## config.mk

```make
export PLATFORM = sky130hd
export DESIGN_NAME = hazard_ctrl
export DESIGN_NICKNAME = d
export VERILOG_FILES = /design/src/rtl/hazard_ctrl_pkg.sv /design/src/rtl/hazard_ctrl_fwd_unit.sv /design/src/rtl/hazard_ctrl.sv
export SDC_FILE = /design/constraint.sdc
export NUM_CORES = 1
export LEC_CHECK = 0
export ABC_AREA = 1
export CORE_MARGIN = 5
export CORE_UTILIZATION = 55
export CTS_CLUSTER_SIZE = 16
export DETAILED_ROUTE_END_ITERATION = 8
export PLACE_DENSITY_LB_ADDON = 0.12
export SLEW_MARGIN = 5
export SYNTH_ARGS = -nofsm -noshare
export SYNTH_HDL_FRONTEND = slang
export SYNTH_SLANG_ARGS = --single-unit
```

## constraint.sdc

```tcl
create_clock -name clk -period 7.05 [get_ports clk]
set_input_delay 1.41 -clock clk [delete_from_list [all_inputs] [get_ports clk]]
set_output_delay 1.41 -clock clk [all_outputs]
set_load 0.02 [all_outputs]
```

## src/rtl/hazard_ctrl_pkg.sv

```systemverilog
// Shared types and constants for the pipeline hazard controller.
package hazard_ctrl_pkg;

  typedef enum logic [1:0] {
    ST_INIT     = 2'd0,
    ST_RUN      = 2'd1,
    ST_MEM_WAIT = 2'd2
  } state_t;

  localparam logic [1:0] FWD_RF    = 2'b00;
  localparam logic [1:0] FWD_EXMEM = 2'b10;
  localparam logic [1:0] FWD_MEMWB = 2'b01;

  // Bypass source for one EX operand; the younger EX/MEM result wins.
  function automatic logic [1:0] fwd_sel(
    input logic [4:0] rs,
    input logic [4:0] exmem_rd,
    input logic       exmem_we,
    input logic [4:0] memwb_rd,
    input logic       memwb_we
  );
    if (exmem_we && exmem_rd != 5'd0 && exmem_rd == rs) return FWD_EXMEM;
    if (memwb_we && memwb_rd != 5'd0 && memwb_rd == rs) return FWD_MEMWB;
    return FWD_RF;
  endfunction

endpackage

```

## src/rtl/hazard_ctrl_fwd_unit.sv

```systemverilog
// EX-stage operand bypass selection, purely combinational.
module fwd_unit
  import hazard_ctrl_pkg::*;
(
  input  logic [4:0] idex_rs1,
  input  logic [4:0] idex_rs2,
  input  logic [4:0] exmem_rd,
  input  logic       exmem_reg_write,
  input  logic [4:0] memwb_rd,
  input  logic       memwb_reg_write,
  output logic [1:0] fwd_a,
  output logic [1:0] fwd_b
);

  logic [1:0][4:0] rs;
  logic [1:0][1:0] sel;

  assign rs = {idex_rs2, idex_rs1};

  // One selector per operand, identical logic.
  for (genvar i = 0; i < 2; i++) begin : g_op
    assign sel[i] = fwd_sel(rs[i], exmem_rd, exmem_reg_write, memwb_rd, memwb_reg_write);
  end

  assign fwd_a = sel[0];
  assign fwd_b = sel[1];

endmodule

```

## src/rtl/hazard_ctrl.sv

```systemverilog
// Pipeline hazard controller: stalls/flushes, forwarding, perf counters.
module hazard_ctrl
  import hazard_ctrl_pkg::*;
#(
  parameter int RESET_FLUSH = 2,
  parameter int MEM_TIMEOUT = 256,
  parameter int CNT_W       = 32
) (
  input  logic             clk,
  input  logic             rst,
  input  logic [4:0]       id_rs1,
  input  logic [4:0]       id_rs2,
  input  logic             id_uses_rs1,
  input  logic             id_uses_rs2,
  input  logic [4:0]       idex_rs1,
  input  logic [4:0]       idex_rs2,
  input  logic [4:0]       idex_rd,
  input  logic             idex_mem_read,
  input  logic [4:0]       exmem_rd,
  input  logic             exmem_reg_write,
  input  logic [4:0]       memwb_rd,
  input  logic             memwb_reg_write,
  input  logic             branch_taken,
  input  logic             dmem_req,
  input  logic             dmem_ready,
  output logic             pc_stall,
  output logic             if_id_stall,
  output logic             if_id_flush,
  output logic             id_ex_stall,
  output logic             id_ex_flush,
  output logic             ex_mem_stall,
  output logic [1:0]       fwd_a,
  output logic [1:0]       fwd_b,
  output logic             mem_timeout,
  output logic [CNT_W-1:0] stall_cnt,
  output logic [CNT_W-1:0] flush_cnt
);

  localparam int WW = $clog2(MEM_TIMEOUT + 1);

  state_t        state, state_nxt;
  logic [3:0]    warm, warm_nxt;
  logic [WW-1:0] wait_cnt, wait_nxt;
  logic          tmo_release, freeze, load_use;

  fwd_unit u_fwd (
    .idex_rs1        (idex_rs1),
    .idex_rs2        (idex_rs2),
    .exmem_rd        (exmem_rd),
    .exmem_reg_write (exmem_reg_write),
    .memwb_rd        (memwb_rd),
    .memwb_reg_write (memwb_reg_write),
    .fwd_a           (fwd_a),
    .fwd_b           (fwd_b)
  );

  // Hazard detection and next-state / stall-flush decode.
  always_comb begin
    tmo_release  = (state == ST_MEM_WAIT) && (wait_cnt == WW'(MEM_TIMEOUT))
                   && dmem_req && !dmem_ready;
    freeze       = dmem_req & ~dmem_ready & ~tmo_release;
    load_use     = idex_mem_read && (idex_rd != 5'd0) &&
                   ((id_uses_rs1 && idex_rd == id_rs1) ||
                    (id_uses_rs2 && idex_rd == id_rs2));
    state_nxt    = state;
    warm_nxt     = warm;
    wait_nxt     = wait_cnt;
    pc_stall     = 1'b0;
    if_id_stall  = 1'b0;
    if_id_flush  = 1'b0;
    id_ex_stall  = 1'b0;
    id_ex_flush  = 1'b0;
    ex_mem_stall = 1'b0;
    case (state)
      ST_INIT: begin
        pc_stall    = 1'b1;
        if_id_flush = 1'b1;
        id_ex_flush = 1'b1;
        if (warm == 4'(RESET_FLUSH - 1)) begin
          state_nxt = ST_RUN;
          warm_nxt  = 4'd0;
        end else begin
          warm_nxt  = warm + 4'd1;
        end
      end
      ST_RUN, ST_MEM_WAIT: begin
        if (freeze) begin
          pc_stall     = 1'b1;
          if_id_stall  = 1'b1;
          id_ex_stall  = 1'b1;
          ex_mem_stall = 1'b1;
        end else if (branch_taken) begin
          if_id_flush  = 1'b1;
          id_ex_flush  = 1'b1;
        end else if (load_use) begin
          pc_stall     = 1'b1;
          if_id_stall  = 1'b1;
          id_ex_flush  = 1'b1;
        end
        if (freeze) begin
          state_nxt = ST_MEM_WAIT;
          wait_nxt  = (state == ST_RUN) ? WW'(1) : wait_cnt + WW'(1);
        end else begin
          state_nxt = ST_RUN;
          wait_nxt  = '0;
        end
      end
      default: state_nxt = ST_INIT;
    endcase
  end

  // State, warm-up and wait counters.
  always_ff @(posedge clk or posedge rst) begin
    if (rst) begin
      state    <= ST_INIT;
      warm     <= 4'd0;
      wait_cnt <= '0;
    end else begin
      state    <= state_nxt;
      warm     <= warm_nxt;
      wait_cnt <= wait_nxt;
    end
  end

  // Saturating perf counters and sticky timeout flag; warm-up is not counted.
  always_ff @(posedge clk or posedge rst) begin
    if (rst) begin
      stall_cnt   <= '0;
      flush_cnt   <= '0;
      mem_timeout <= 1'b0;
    end else begin
      if (state != ST_INIT && pc_stall && stall_cnt != '1)    stall_cnt <= stall_cnt + 1'b1;
      if (state != ST_INIT && id_ex_flush && flush_cnt != '1) flush_cnt <= flush_cnt + 1'b1;
      if (tmo_release) mem_timeout <= 1'b1;
    end
  end

endmodule
```

After elaboration in Yosys (flattened, before gate mapping)
Cells that the tools add are included.
{"block": "word_totals", "elab_cells": 85, "reg_bits": 80, "output_inout_bits": 75}
{"block": "op_classes", "add_sub_neg": 4, "reduce_logical": 25, "n_bitwise": 4, "n_eq_ne": 13, "mux": 33}
{"op": "$add A32 B1 Y32 const B", "count": 2}
{"op": "$ne A32 B32 Y1 const B", "count": 2}
{"op": "$eq A5 B5 Y1", "count": 6}
{"op": "$mux W2", "count": 10}
{"op": "$mux W9", "count": 2}
{"op": "$logic_and A1 B1 Y1", "count": 17}
{"op": "$mux W1", "count": 16}
{"op": "$reduce_bool A5 Y1", "count": 3}
{"op": "$add A9 B1 Y9 const B", "count": 1}
{"op": "$eq A9 B9 Y1 const B", "count": 1}
{"op": "$pmux W1 S2", "count": 3}
{"op": "$add A4 B1 Y4 const B", "count": 1}
{"op": "$eq A4 B1 Y1 const B", "count": 1}
{"op": "$mux W4", "count": 1}
{"op": "$pmux W2 S2", "count": 1}
{"op": "$and A1 B1 Y1", "count": 2}
{"op": "$eq A2 B1 Y1 const B", "count": 1}
{"op": "$eq A2 B2 Y1 const B", "count": 1}
{"op": "$logic_not A2 Y1", "count": 1}
{"op": "$ne A2 B2 Y1 const B", "count": 1}
{"op": "$not A1 Y1", "count": 2}
{"op": "$reduce_bool A2 Y1", "count": 1}
{"op": "$reduce_or A2 Y1", "count": 1}
{"op": "$logic_not A1 Y1", "count": 1}
{"op": "$logic_or A1 B1 Y1", "count": 1}

Logic depth before layout (Yosys ltp)
Gate-level depths: netlist (run 1).
{"block": "depth", "depth_word": 10, "depth_mapped": 14, "depth_no_buf": 13}

By module
A second synthesis (run 1) with hierarchy kept.
{"block": "hier_totals", "cells_unflattened": 841, "area_unflattened_um2": 5620.4}
{"module": "hazard_ctrl", "n_inst": 1, "area_per_inst_um2": 5256.3, "cells_each": 762}
{"module": "fwd_unit", "n_inst": 1, "area_per_inst_um2": 364.1, "cells_each": 79}

Worst setup path after synthesis (run 1)
Ideal clock, no wire load.
{"block": "synth_path", "kind": "input-to-output", "start": "input port exmem_rd[0]", "end": "output port fwd_a[0]", "n_path_buf": 0, "arrival_time_ps": 2650, "slack_ps": 2990, "path_stages": 4, "cell_sequence": "xnor2_1 > nand3_1 > nor4_1 > nor2_1"}
{"block": "synth_between", "elab_chain_len": 5}
{"item": "from (decl)", "line": "hazard_ctrl.sv:19", "rtl": "input logic [4:0] exmem_rd,"}
{"item": "$reduce_bool A5 Y1", "line": "hazard_ctrl_pkg.sv:22", "rtl": "if (exmem_we && exmem_rd != 5'd0 && exmem_rd == rs) return FWD_EXMEM;"}
{"item": "$logic_and A1 B1 Y1", "line": "hazard_ctrl_pkg.sv:22"}
{"item": "$logic_and A1 B1 Y1 (*)", "line": "hazard_ctrl_pkg.sv:22"}
{"item": "$mux W1 (*)", "line": "hazard_ctrl_pkg.sv:22"}
{"item": "$mux W2 (*)", "line": "hazard_ctrl_pkg.sv:23", "rtl": "if (memwb_we && memwb_rd != 5'd0 && memwb_rd == rs) return FWD_MEMWB;"}
{"item": "to (decl)", "line": "hazard_ctrl.sv:32", "rtl": "output logic [1:0] fwd_a,"}
Mark *: on every way between the ends. The rest lies on a longest branch, timed or not.

Worst setup path in the final report (run 1)
{"block": "layout_path", "start": "input port idex_rd[0]", "end": "output port id_ex_flush"}
{"block": "layout_between", "elab_chain_len": 8}
{"item": "from (decl)", "line": "hazard_ctrl.sv:17", "rtl": "input logic [4:0] idex_rd,"}
{"item": "$eq A5 B5 Y1, on equally long branches", "line": "hazard_ctrl.sv:63, hazard_ctrl.sv:64"}
{"item": "$logic_and A1 B1 Y1, on equally long branches", "line": "hazard_ctrl.sv:63, hazard_ctrl.sv:64"}
{"item": "$logic_or A1 B1 Y1", "line": "hazard_ctrl.sv:63", "rtl": "((id_uses_rs1 && idex_rd == id_rs1) ||"}
{"item": "$logic_and A1 B1 Y1 (*)", "line": "hazard_ctrl.sv:62", "rtl": "load_use = idex_mem_read && (idex_rd != 5'd0) &&"}
{"item": "$mux W1 (*)", "line": "hazard_ctrl.sv:95", "rtl": "end else if (load_use) begin"}
{"item": "$mux W1 (*)", "line": "hazard_ctrl.sv:92", "rtl": "end else if (branch_taken) begin"}
{"item": "$mux W1 (*)", "line": "hazard_ctrl.sv:87", "rtl": "if (freeze) begin"}
{"item": "$pmux W1 S2 (*)", "line": "hazard_ctrl.sv:74", "rtl": "case (state)"}
{"item": "to (decl)", "line": "hazard_ctrl.sv:30", "rtl": "output logic id_ex_flush,"}
Marked as above.

==> results.json, run 1 <==
{
  "wirelength_mm": 15.2,
  "rsz0062_at_grt": "no",
  "multi_input_comb_area_um2": 3160,
  "fin_skew_ns": 0.0116,
  "critPathRequiredTime_ns": 5.64,
  "synth-edff-count": 0,
  "drt_iter0_drc": 415,
  "cts-resized-gates": 0,
  "crit_family": "buffers and inverters",
  "final_layout_size_suffix_gt1_share_pct": 4.16,
  "synthArstFlopShare_pct": 100,
  "p_seq_share_pct": 37.7,
  "clk_path_buf_depth": 2,
  "crit_top_cell": "nand2_1",
  "synth.net_count": 852,
  "path_buf_inv": 3,
  "reg2reg_from": "state[0]",
  "finalHoldViolCount": 0,
  "htreeDepth": 3,
  "grt_usage_pct": 25.3,
  "synthesis.area_um2": 5570,
  "maxSlewHeadroom_pct": 20.6,
  "synth_warnings": 0,
  "grt_max_degree": 81,
  "grt_pass1_vias": 5599,
  "synth_area_leader_cell": "dfrtp_1",
  "whs_ns": 0.472,
  "p_leak_uw": 0.00336,
  "nets": 962,
  "core_area_um2": 9820,
  "avgRoutedWirePerCell_um": 14.5,
  "die_y_um": 111,
  "fin_setup_tns_ns": 0,
  "worst_pin_slew_ns": 1.19,
  "seq_area_frac_synth_pct": 36.0,
  "ys_ff_latch": 80,
  "clock-sinks": 80,
  "placed_area_um2": 6820,
  "synth-main-ff-cell": "dfrtp_1",
  "firstDrtPassIters": 5,
  "cts_setup_buffers": 0,
  "ant_nets": 0,
  "rows": 36,
  "fmax_ghz": 0.185,
  "p_sw_share_pct": 40.5,
  "fillers": 842,
  "cpPeakStageDelay_ns": 0.76,
  "numCtsBuffers": 9,
  "cp_max_fo": 35,
  "syn_inst": 799,
  "synth_area_leaders": "dfrtp_1 (36%), nand2_1 (21%), xor2_1 (7.9%)",
  "synthToLayoutAreaGrowth_pct": 26.0,
  "hold_path.class": "reg2reg",
  "cts_tree": "done",
  "cp.depth": 10,
  "worst-r2r-cell-count": 9,
  "grt_pass1_wl_mm": 26.1,
  "startpoint": "idex_rd[0]",
  "vias": 5661,
  "power.share.clock_pct": 24.7,
  "io_pins": 120,
  "cp-start-kind": "input port",
  "slew_violations": 0,
  "drt-vias-per-instance": 5.41,
  "clkLatencyLatePin_ns": 0.36,
  "holdPathStages": 2,
  "ff_latch_area_um2": 2000,
  "synth_commonest_cells": "nand2_1 (306), dfrtp_1 (80), nor2_1 (72)",
  "num_antenna_cells": 0,
  "final_area_um2": 7010,
  "portBuffers": 119,
  "grt-ovfl-total": 0,
  "r2r_slack_ns": 3.82,
  "status": "finished clean",
  "worstPathCellList": "clkdlybuf4s50_1 -> inv_2 -> nand2_1 -> nand2_1 -> nor2_1 -> nand3_1 -> nand2_1 -> nand2_1 -> o21ai_4 -> clkdlybuf4s50_1",
  "design.die.area_um2": 12200,
  "drc": 0,
  "clk_pin_slew_ns": 0.08,
  "peakVddDrop_uv": 150,
  "yosysUniqueCellTypes": 32,
  "r2r_end": "flush_cnt[21]",
  "fin_crit_sh_pct": 76.5,
  "final_cell_count_no_fill": 1046,
  "yosys.area.top_type_share_pct": 36.0,
  "slowest_stage": "clkdlybuf4s50_1",
  "syn_avg_cell_area_um2": 6.97,
  "critPathCapture": "id_ex_flush",
  "end_kind": "output port",
  "synth_most_common_cell": "nand2_1",
  "worstPathArrival_ns": 3.99,
  "placed_cells_incl_taps": 1031,
  "hpwlAfterDp_mm": 11.3,
  "start_util_pct": 56.7,
  "antenna_found_initial": 0,
  "cts_hold_repair.buffers": 0,
  "power.density_nw_per_um2": 201,
  "die_x_um": 111,
  "p_switching_uw": 570,
  "p_int_uw": 837,
  "cts_root_buf": "clkbuf_8",
  "finalWeightedCongestion": 0.939,
  "critPathKind": "in2out",
  "cap_violations": 0,
  "layout_min_cycle_time_ns": 5.40,
  "setup_viol": 0,
  "combPwrFrac_pct": 37.6
}
## area by class of cell
type,count,share of cell area [%]
Multi-Input combinational cell,622,45.1
Sequential cell,80,28.6
Timing Repair Buffer,120,17.1
Inverter,76,4.07
Tap cell,133,2.37
Clock buffer,10,1.96
Clock inverter,5,0.821
## worst min-delay path by stage
stage / start / to / slack (ns)
after CTS: mem_timeout / mem_timeout / 0.48
after detailed placement: mem_timeout / mem_timeout / 0.46
final: mem_timeout / mem_timeout / 0.47
after floorplan: warm[3] / warm[3] / 0.47
after global routing: mem_timeout / mem_timeout / 0.52
after global placement: mem_timeout / mem_timeout / 0.46
## layout by cell type (no fill, tap or decap), drive strengths merged, types with 2 or more instances in the layout
cell             n
o22ai            4
clkinv           5
nor2            75
clkdlybuf4s50  119
clkbuf          10
nand4           51
nor4             8
or2              2
nor3            32
ha               8
nand2          308
nand3           29
xor2            50
xnor2           30
a21oi            5
dfrtp           80
nand3b           2
o21ai           14
o41ai            2
inv             75
## kinds of logic after synthesis
family / synth area share, %
XOR/XNOR: 12.6
AND/OR/NAND/NOR: 39.5
adder cells (fa/ha/maj): 1.80
AO/OA/AOI/OAI: 2.97
flip-flops: 36.0
buffers and inverters: 7.19
## worst reg2reg max path: stages (launching register included)
cell and delay [ns]:
dfrtp_1 0.41, inv_1 0.11, ha_1 0.24, inv_1 0.53
a21oi_1 0.31, nand2_1 0.13, o21ai_4 0.34, nand3_2 0.74
nand2_1 0.25, nand2_1 0.07
## state kept, by name, indices dropped and copies added, names as in the netlist
register / cells
warm: 4
state: 2
wait_cnt: 9
stall_cnt: 32
mem_timeout: 1
flush_cnt: 32
## power by group through the flow
stage	clock network, µW	registers, µW	logic, µW
3_3_place_gp	0	538	512
6_report	347	531	529
4_1_cts	352	531	530
5_1_grt	372	537	586
3_5_place_dp	0	540	528
2_1_floorplan	0	556	354
## per-layer routing
layer	vias to the layer above	wire length [µm]	part of all wire, %	global-route usage (%)
li1	2781	-	-	-
met5	-	0	0	0
met2	215	7480	49	44.1
met4	0	453	3.0	10.3
met1	2622	6410	42	30.8
met3	43	826	5.4	4.54
## stage by stage
step,utilization [%],setup slack [ns],power [µW]
after floorplan,-,2.99,910
after global placement,69.4,1.82,1050
after detailed placement,69.4,1.67,1070
after CTS,71.4,1.68,1410
after global routing,71.4,1.45,1500
final,71.4,1.65,1410
No activity file was read; power rests on OpenSTA's default activity.
==> run 2, diff against run 1 <==
--- a/config.mk
+++ b/config.mk
@@ -7,7 +7,7 @@
 export LEC_CHECK = 0
 export ABC_AREA = 1
 export CORE_MARGIN = 5
-export CORE_UTILIZATION = 55
+export CORE_UTILIZATION = 52
 export CTS_CLUSTER_SIZE = 16
 export DETAILED_ROUTE_END_ITERATION = 8
 export PLACE_DENSITY_LB_ADDON = 0.12
==> constraint.sdc (replaced) <==
create_clock -name clk -period 5.1 [get_ports clk]
set_input_delay 1.02 -clock clk [delete_from_list [all_inputs] [get_ports clk]]
set_output_delay 1.02 -clock clk [all_outputs]
set_load 0.02 [all_outputs]
==> run 2 against run 1 <==
  * Cell area rose by 0.16%
  * Via count fell by 2.2%
  * First-iteration DRC count fell by 23%
  * Die area rose by 5.2%
  * Worst hold slack improved by 0.0065 ns
  * Setup slack got worse by 0.54 ns
  * Sequential power rose by 38%
  * Combinational power rose by 42%
  * Critical path type unchanged
  * Critical endpoint is now fwd_b[0]
==> results.json, run 2 (synthesis results as in run 1) <==
{
  "grt_pass1_wl_mm": 25.9,
  "top_layer": "met4",
  "htreeDepth": 3,
  "vias": 5534,
  "p_sw_share_pct": 41.5,
  "numCtsBuffers": 9,
  "worstPathCellList": "clkdlybuf4s50_1 -> or2_2 -> o41ai_1 -> nor4_1 -> nor2_1 -> clkdlybuf4s50_1",
  "clk_pin_slew_ns": 0.09,
  "grt-ovfl-total": 0,
  "clkLatencyLatePin_ns": 0.36,
  "critPathCapture": "fwd_b[0]",
  "drt_iter0_drc": 321,
  "cts_tree": "done",
  "layout.cells.most_common_list": "nand2_1 (306), clkdlybuf4s50_1 (119), dfrtp_1 (80)",
  "startpoint": "exmem_rd[0]",
  "p_seq_share_pct": 38.3,
  "p_int_uw": 1120,
  "nets": 966,
  "clock-sinks": 80,
  "fmax_ghz": 0.251,
  "start_util_pct": 53.7,
  "crit_family": "buffers and inverters",
  "die_y_um": 113,
  "fin_skew_ns": 0.0165,
  "design.die.area_um2": 12900,
  "drc": 0,
  "clk_path_buf_depth": 2,
  "final_layout_size_suffix_gt1_share_pct": 4.47,
  "cap_violations": 0,
  "io_pins": 120,
  "cts_hold_repair.buffers": 0,
  "slowest_stage": "clkdlybuf4s50_1",
  "worst_pin_slew_ns": 0.870,
  "finalHoldViolCount": 0,
  "critPathKind": "in2out",
  "fillers": 967,
  "num_antenna_cells": 0,
  "worst-r2r-cell-count": 8,
  "r2r_end": "flush_cnt[20]",
  "hpwlAfterDp_mm": 11.4,
  "p_switching_uw": 796,
  "die_x_um": 113,
  "status": "finished clean",
  "finalPower_uw": 1920,
  "wirelength_mm": 15.0,
  "ff_latch_area_um2": 2000,
  "grt_usage_pct": 24.3,
  "synthToLayoutAreaGrowth_pct": 26.2,
  "layout_min_cycle_time_ns": 3.98,
  "antenna_found_initial": 0,
  "drt-vias-per-instance": 5.26,
  "cts-resized-gates": 0,
  "maxSlewHeadroom_pct": 41.9,
  "wl_met1_mm": 6.46,
  "multi_input_comb_area_um2": 3160,
  "peakVddDrop_uv": 233,
  "avgRoutedWirePerCell_um": 14.3,
  "end_kind": "output port",
  "portBuffers": 119,
  "slew_violations": 0,
  "firstDrtPassIters": 5,
  "p_leak_uw": 0.00335,
  "core_area_um2": 10400,
  "power.density_nw_per_um2": 273,
  "path_buf_inv": 2,
  "cts_setup_buffers": 0,
  "placed_cells_incl_taps": 1038,
  "rsz0062_at_grt": "no",
  "fin_setup_tns_ns": 0,
  "cp_max_fo": 3,
  "cpPeakStageDelay_ns": 0.61,
  "crit_top_cell": "clkdlybuf4s50_1",
  "power.share.clock_pct": 22.6,
  "layout_commonest_cell": "nand2_1",
  "fin_crit_sh_pct": 78.1,
  "critPathRequiredTime_ns": 4.08,
  "final_cell_count_no_fill": 1053,
  "met2_length_mm": 7.49,
  "finalWeightedCongestion": 0.948,
  "reg.largest.list": "flush_cnt x32, stall_cnt x32, wait_cnt x9",
  "reg2reg_from": "state[0]",
  "ant_nets": 0,
  "combPwrFrac_pct": 39.1,
  "worstPathArrival_ns": 2.96,
  "cts_root_buf": "clkbuf_8",
  "rows": 37,
  "hold_path.class": "reg2reg",
  "wl_met3_um": 658,
  "grt_pass1_vias": 5541,
  "r2r_slack_ns": 2.37,
  "setup_viol": 0,
  "cp.depth": 6,
  "cp-start-kind": "input port",
  "grt_max_degree": 54
}
run 2: metrics by stage:
stage	cell area (µm²)	utilization, %	hold WS (ns)	setup WS, ns
2_1_floorplan	5570	-	0.469	1.82
3_3_place_gp	6850	66.0	0.456	1.14
3_5_place_dp	6850	66.0	0.459	1.13
4_1_cts	7020	67.7	0.481	1.13
5_1_grt	7020	67.7	0.499	0.967
6_report	7020	67.7	0.478	1.12
run 2: layer usage:
metal / vias up / track usage (%)
met5: - / 0
met4: 0 / 8.49
met3: 37 / 3.82
met2: 137 / 43.1
met1: 2568 / 30.0
li1: 2792 / -
run 2: worst min-delay path by stage:
stage	from	to	slack [ns]	cells after the start
after floorplan	warm[3]	warm[3]	0.47	2
after global placement	mem_timeout	mem_timeout	0.46	2
after detailed placement	mem_timeout	mem_timeout	0.46	2
after CTS	mem_timeout	mem_timeout	0.48	2
after global routing	mem_timeout	mem_timeout	0.50	2
final	mem_timeout	mem_timeout	0.48	2
run 2: area by class of cell:
type,instances,area share [%]
Multi-Input combinational cell,622,45.0
Sequential cell,80,28.5
Timing Repair Buffer,124,17.5
Inverter,76,4.06
Tap cell,136,2.42
Clock buffer,11,2.01
Clock inverter,4,0.445
run 2: worst min-delay path, cell delays in order (launching register included):
cell and delay (ns):
dfrtp_1 0.35, inv_1 0.04, nand2_1 0.05
run 2: power by group through the flow:
| stage | Clock, µW | Sequential [µW] | Combinational (µW) |
|---|---|---|---|
| floorplan | 0 | 768 | 490 |
| global placement | 0 | 743 | 732 |
| detailed placement | 0 | 747 | 752 |
| CTS | 440 | 734 | 756 |
| global route | 473 | 743 | 829 |
| finish | 433 | 735 | 750 |
==> run 3, diff against run 2 <==
--- a/config.mk
+++ b/config.mk
@@ -7,7 +7,7 @@
 export LEC_CHECK = 0
 export ABC_AREA = 1
 export CORE_MARGIN = 5
-export CORE_UTILIZATION = 52
+export CORE_UTILIZATION = 47
 export CTS_CLUSTER_SIZE = 16
 export DETAILED_ROUTE_END_ITERATION = 8
 export PLACE_DENSITY_LB_ADDON = 0.12
==> constraint.sdc (replaced) <==
create_clock -name clk -period 3.66 [get_ports clk]
set_input_delay 0.732 -clock clk [delete_from_list [all_inputs] [get_ports clk]]
set_output_delay 0.732 -clock clk [all_outputs]
set_load 0.02 [all_outputs]
==> run 3 against run 2 <==
  * Clock power rose by 85%
  * Sequential power rose by 39%
  * Combinational power rose by 43%
  * First-iteration DRC count rose by 4.4%
  * Global-route usage fell by 3.3 points
  * Non-clock buffer count rose by 2
  * Sequential share of layout area fell by 0.48 points
  * Final cell count rose by 0.85%
  * Critical path depth did not move
  * Setup slack got worse by 0.86 ns
  * Power rose by 51%
  * Register-to-register slack got worse by 1.1 ns
  * Critical endpoint unchanged
==> results.json, run 3 (synthesis results as in run 1) <==
{
  "status": "finished clean",
  "clk_pin_slew_ns": 0.06,
  "fmax_ghz": 0.294,
  "p_leak_uw": 0.00341,
  "wirelength_mm": 14.7,
  "design.die.area_um2": 14100,
  "layout_min_cycle_time_ns": 3.40,
  "peakVddDrop_uv": 316,
  "reg2reg_from": "state[1]",
  "finalHoldViolCount": 0,
  "drt-vias-per-instance": 5.14,
  "grt_pass1_wl_mm": 25.0,
  "r2r_end": "flush_cnt[31]",
  "clock-sinks": 80,
  "power.density_nw_per_um2": 405,
  "fin_skew_ns": 0.00883,
  "ant_nets": 0,
  "cts_root_buf": "clkbuf_16",
  "cts_setup_buffers": 0,
  "io_pins": 120,
  "antenna_found_initial": 0,
  "top_layer": "met4",
  "cts_tree": "done",
  "startpoint": "exmem_rd[0]",
  "final_area_um2": 7140,
  "cts-resized-gates": 0,
  "grt_pass1_vias": 5271,
  "die_x_um": 119,
  "wl_met3_um": 783,
  "finalPower_uw": 2890,
  "grt-ovfl-total": 0,
  "r2r_slack_ns": 1.29,
  "hp-start": "mem_timeout",
  "final_layout_size_suffix_gt1_share_pct": 4.57,
  "hold_path.class": "reg2reg",
  "p_sw_share_pct": 38.9,
  "fin_crit_sh_pct": 93.0,
  "utilization_pct": 62.0,
  "cp-start-kind": "input port",
  "combPwrFrac_pct": 36.9,
  "vias": 5463,
  "slew_violations": 0,
  "clk_path_buf_depth": 2,
  "met2_length_mm": 7.44,
  "synthToLayoutAreaGrowth_pct": 28.3,
  "maxSlewHeadroom_pct": 45.1,
  "portBuffers": 119,
  "placed_area_um2": 6890,
  "clkLatencyLatePin_ns": 0.34,
  "drt_iter0_drc": 335,
  "num_antenna_cells": 0,
  "cp_max_fo": 3,
  "cts_hold_repair.buffers": 0,
  "worstPathArrival_ns": 2.67,
  "avgRoutedWirePerCell_um": 13.8,
  "p_seq_share_pct": 35.4,
  "holdPathStages": 2,
  "fin_setup_tns_ns": 0,
  "layout.cells.most_common_list": "nand2_1 (306), clkdlybuf4s50_1 (119), dfrtp_1 (80)",
  "rows": 39,
  "htreeDepth": 3,
  "hpwlAfterDp_mm": 11.1,
  "p_switching_uw": 1130,
  "start_util_pct": 48.3,
  "firstDrtPassIters": 4,
  "worst_pin_slew_ns": 0.824,
  "nets": 968,
  "hold_end": "mem_timeout",
  "die_y_um": 119,
  "critPathKind": "in2out",
  "finalWeightedCongestion": 0.915,
  "grt_usage_pct": 21.0,
  "critPathRequiredTime_ns": 2.93,
  "rsz0062_at_grt": "no",
  "grt_max_degree": 47,
  "core_area_um2": 11500,
  "power.share.clock_pct": 27.7,
  "setup_viol": 0,
  "fillers": 1042,
  "worst-r2r-cell-count": 9,
  "p_int_uw": 1770,
  "wl_met1_mm": 6.19,
  "cap_violations": 0,
  "end_kind": "output port",
  "numCtsBuffers": 9,
  "reg.largest.list": "flush_cnt x32, stall_cnt x32, wait_cnt x9",
  "drc": 0,
  "layout_commonest_cell": "nand2_1"
}
[run 3: changes by cell type in the layout (fill, tap and decap cells not counted)]
| cell | previous run | this run |
|---|---|---|
| inv_2 | 8 | 7 |
| buf_12 | 0 | 1 |
| buf_4 | 5 | 6 |
| clkinv_2 | 0 | 4 |
| clkinvlp_4 | 3 | 1 |
| clkbuf_8 | 10 | 0 |
| clkbuf_1 | 1 | 2 |
| clkbuf_16 | 0 | 9 |
| clkinv_4 | 1 | 0 |
[run 3: worst max-delay path by stage]
stage,endpoint
2_1_floorplan,flush_cnt[0]
3_3_place_gp,fwd_b[0]
3_5_place_dp,fwd_b[0]
4_1_cts,fwd_b[0]
5_1_grt,fwd_b[0]
6_report,fwd_b[0]
[run 3: power groups by stage]
stage	sequential, µW	combinational (µW)	clock, µW
after floorplan	1070	682	0
after global placement	1040	1040	0
after detailed placement	1040	1070	0
after CTS	1030	1070	816
after global routing	1040	1180	848
final	1020	1070	802
[run 3: critical path: stages]
cell	delay, ns
clkdlybuf4s50_1	0.46
or2_2	0.31
o41ai_1	0.34
nor4_1	0.12
nor2_1	0.10
clkdlybuf4s50_1	0.61
[run 3: routing by layer]
layer	vias up	track usage, %
met4	0	6.73
met1	2499	26.1
met2	150	37.2
met3	22	3.79
met5	-	0
li1	2792	-
[run 3: stage by stage]
stage | std cells | hold WS [ns] | worst slack, ns
final | 1062 | 0.487 | 0.257
after global routing | 1062 | 0.527 | 0.0837
after CTS | 1062 | 0.490 | 0.246
after detailed placement | 1047 | 0.475 | 0.246
after global placement | 1047 | 0.461 | 0.271
after floorplan | 799 | 0.469 | 0.876
[run 3: cell type report]
| cell class | count | area (µm²) | share of cell area [%] |
|---|---|---|---|
| clock buffers | 11 | 233 | 3.26 |
| inverters | 76 | 287 | 4.01 |
| clock inverters | 4 | 22.5 | 0.315 |
| well taps | 143 | 179 | 2.51 |
| multi-input cells | 622 | 3160 | 44.3 |
| flip-flops and latches | 80 | 2000 | 28.0 |
| repair buffers | 126 | 1260 | 17.6 |
==> RTL change (flow settings as in run 3) <==
The parameter `CNT_W` goes from 32 to 24.
--- a/src/rtl/hazard_ctrl.sv
+++ b/src/rtl/hazard_ctrl.sv
@@ -4,7 +4,7 @@
 #(
   parameter int RESET_FLUSH = 2,
   parameter int MEM_TIMEOUT = 256,
-  parameter int CNT_W       = 32
+  parameter int CNT_W       = 24
 ) (
   input  logic             clk,
   input  logic             rst,
Interface: changed (resized flush_cnt and stall_cnt); port bits go from 120 to 104. The function was not compared with the original's and may differ.
==> RTL change against run 3 <==
Via count is 14% lower. Total power fell by 15%. Wire length decreased by 13%. Setup slack got worse by 0.042 ns. Final area decreased by 16%. Area after synthesis is 16% lower. Sequential cell count is 16 lower. Sequential power fell by 17%. Critical endpoint is now if_id_stall. Highest routed layer unchanged.
==> RTL change: results (changes against run 3) <==
| Metric | Value |
|---|---|
| Result of the run | completed (unchanged) |
| Post-CTS Hold Fix Bufs | 0 (unchanged) |
| Layout cells sized above 1 | 5.47% (was 4.57%) |
| CP peak stage delay | 0.64 ns (was 0.61 ns) |
| Largest net degree at the start of global routing | 42 (was 47) |
| First-pass GRT wire length | 21400 µm (was 25000 µm) |
| Global Route Usage Sum | 21.9% (was 21.0%) |
| Hold_sp | mem_timeout (unchanged) |
| Hold_ws | 0.482 ns (was 0.487 ns) |
| Post-DP HPWL | 9720 µm (was 11100 µm) |
| Hold depth | 2 (unchanged) |
| Clk buf depth | 2 (unchanged) |
| Worst reg2reg path endpoint | stall_cnt[21] (was flush_cnt[31]) |
| Largest regs | flush_cnt x24, stall_cnt x24, wait_cnt x9 (was flush_cnt x32, stall_cnt x32, wait_cnt x9) |
| Initial antenna violation count | 0 (unchanged) |
| Worst Max-Slew Pin Slew | 0.879 ns (was 0.824 ns) |
| Worst-path maximum fanout | 3 (unchanged) |
| Max Clock Skew | 0.0112 ns (was 0.00883 ns) |
| Final nets | 818 (was 968) |
| Top cells by area in the synthesized netlist | dfrtp_1 34%, nand2_1 17%, nand4_1 7.9% (was dfrtp_1 36%, nand2_1 21%, xor2_1 7.9%) |
| Syn Nets | 718 (was 852) |
| DR pass1 iterations | 5 (was 4) |
| Avg WL per Cell | 14.2 µm (was 13.8 µm) |
| Max rail drop VDD | 0.293 mV (was 0.316 mV) |
| Post-CTS Setup Bufs | 0 (unchanged) |
| Hold WC Path Type | reg2reg (unchanged) |
| R2r worst-path depth | 9 (unchanged) |
| Post_cts resized | 0 (unchanged) |
| Slowest library cell on the worst path | clkdlybuf4s50_1 (unchanged) |
| Port Buffers | 103 (was 119) |
| Via count | 4718 (was 5463) |
| CP top delay family | buffers and inverters (unchanged) |
| Initial DRC Count | 173 (was 335) |
| Post-Syn Area per Cell | 7.06 µm² (was 6.97 µm²) |
| Area after DPL | 5810 µm² (was 6890 µm²) |
| Ant. Diodes | 0 (unchanged) |
| Pre-CTS WS | 0.234 ns (was 0.246 ns) |
| Post-synth top cells | 216 x nand2_1, 70 x inv_1, 64 x dfrtp_1 (was 306 x nand2_1, 80 x dfrtp_1, 72 x nor2_1) |
| Synth cell types | 35 (was 32) |
| Top FF cell, synth | dfrtp_1 (unchanged) |
| Worst EP arrival | 2.71 ns (was 2.67 ns) |
| RD Place Congestion | 0.929 (was 0.915) |
| H-tree depth | 3 (unchanged) |
| Clock-pin slew on the worst setup and hold paths | ~0.070 ns |
| Sequential fraction of the synthesis area | 34.1% (was 36.0%) |
| WL final | 12800 µm (was 14700 µm) |
| Reg-to-Reg Start | stall_cnt[0] (was state[1]) |
| Setup slack, reg-to-reg | 1.26 ns (was 1.29 ns) |
| Post-Place Cells | 887 (was 1047) |
| Leakage | 0.00278 µW (was 0.00341 µW) |
| Synth Warn # | 0 (unchanged) |
| End of the worst hold path | mem_timeout (unchanged) |
| CTS buffer count | 9 (unchanged) |
| Vias in the first global route | 4590 (was 5271) |
| Root Buffer | clkbuf_8 (was clkbuf_16) |
| Worst-Skew Late Latency | 0.34 ns (about the same) |
## RTL change: kinds of logic after synthesis
group,Yosys count,share of synthesized area (%)
flops,64,34.1
buf+inv,95,8.63
xor+xnor,61,11.4
simple gates,409,39.9
fa+ha+maj,8,2.13
compound gates,28,3.81
## RTL change: per-layer routing
layer,global-route usage (%),routed length (µm),share of wire [%],up-vias
li1,-,-,-,2358
met1,28.3,5480,43,2208
met2,36.7,6370,50,129
met3,3.82,671,5.2,23
met4,8.01,257,2.0,0
met5,0,0,0,-
## RTL change: area by class of cell
cell class	count	area [µm²]
clock buffers	11	141
clock inverters	3	20.0
fillers	951	3800
inverters	75	282
multi-input cells	506	2690
flip-flops and latches	64	1600
well taps	133	166
repair buffers	109	1080
## RTL change: metrics by stage
stage / utilization [%] / total power (µW)
floorplan: - / 1600
global placement: 59.5 / 1930
detailed placement: 59.5 / 1950
CTS: 61.1 / 2480
global route: 61.1 / 2630
finish: 61.1 / 2460
## RTL change: worst max-delay path by stage
stage	startpoint	endpoint	slack, ns	cells past startpoint
floorplan	exmem_rd[0]	fwd_a[0]	0.96	4
global placement	exmem_rd[0]	fwd_b[0]	0.28	6
detailed placement	idex_rd[4]	if_id_stall	0.23	10
CTS	idex_rd[3]	if_id_stall	0.23	10
global route	idex_rd[3]	if_id_stall	0.09	10
finish	idex_rd[3]	if_id_stall	0.22	10
## RTL change: where the power goes
group | leakage [µW] | switching (µW) | total (µW) | internal, µW
Clock | 0.0000773 | 273 | 529 | 256
Sequential | 0.000874 | 83.2 | 850 | 767
Combinational | 0.00183 | 715 | 1080 | 363
## RTL change: worst register-to-register path, stage by stage, from the launching register on
cell and delay, ns:
dfrtp_1 0.51, ha_1 0.32, nand3_2 0.16, inv_1 0.13
nand2_1 0.10, nor3b_2 0.19, nand2_2 0.33, nand4_4 0.41
nand2_1 0.10, nand2_1 0.08
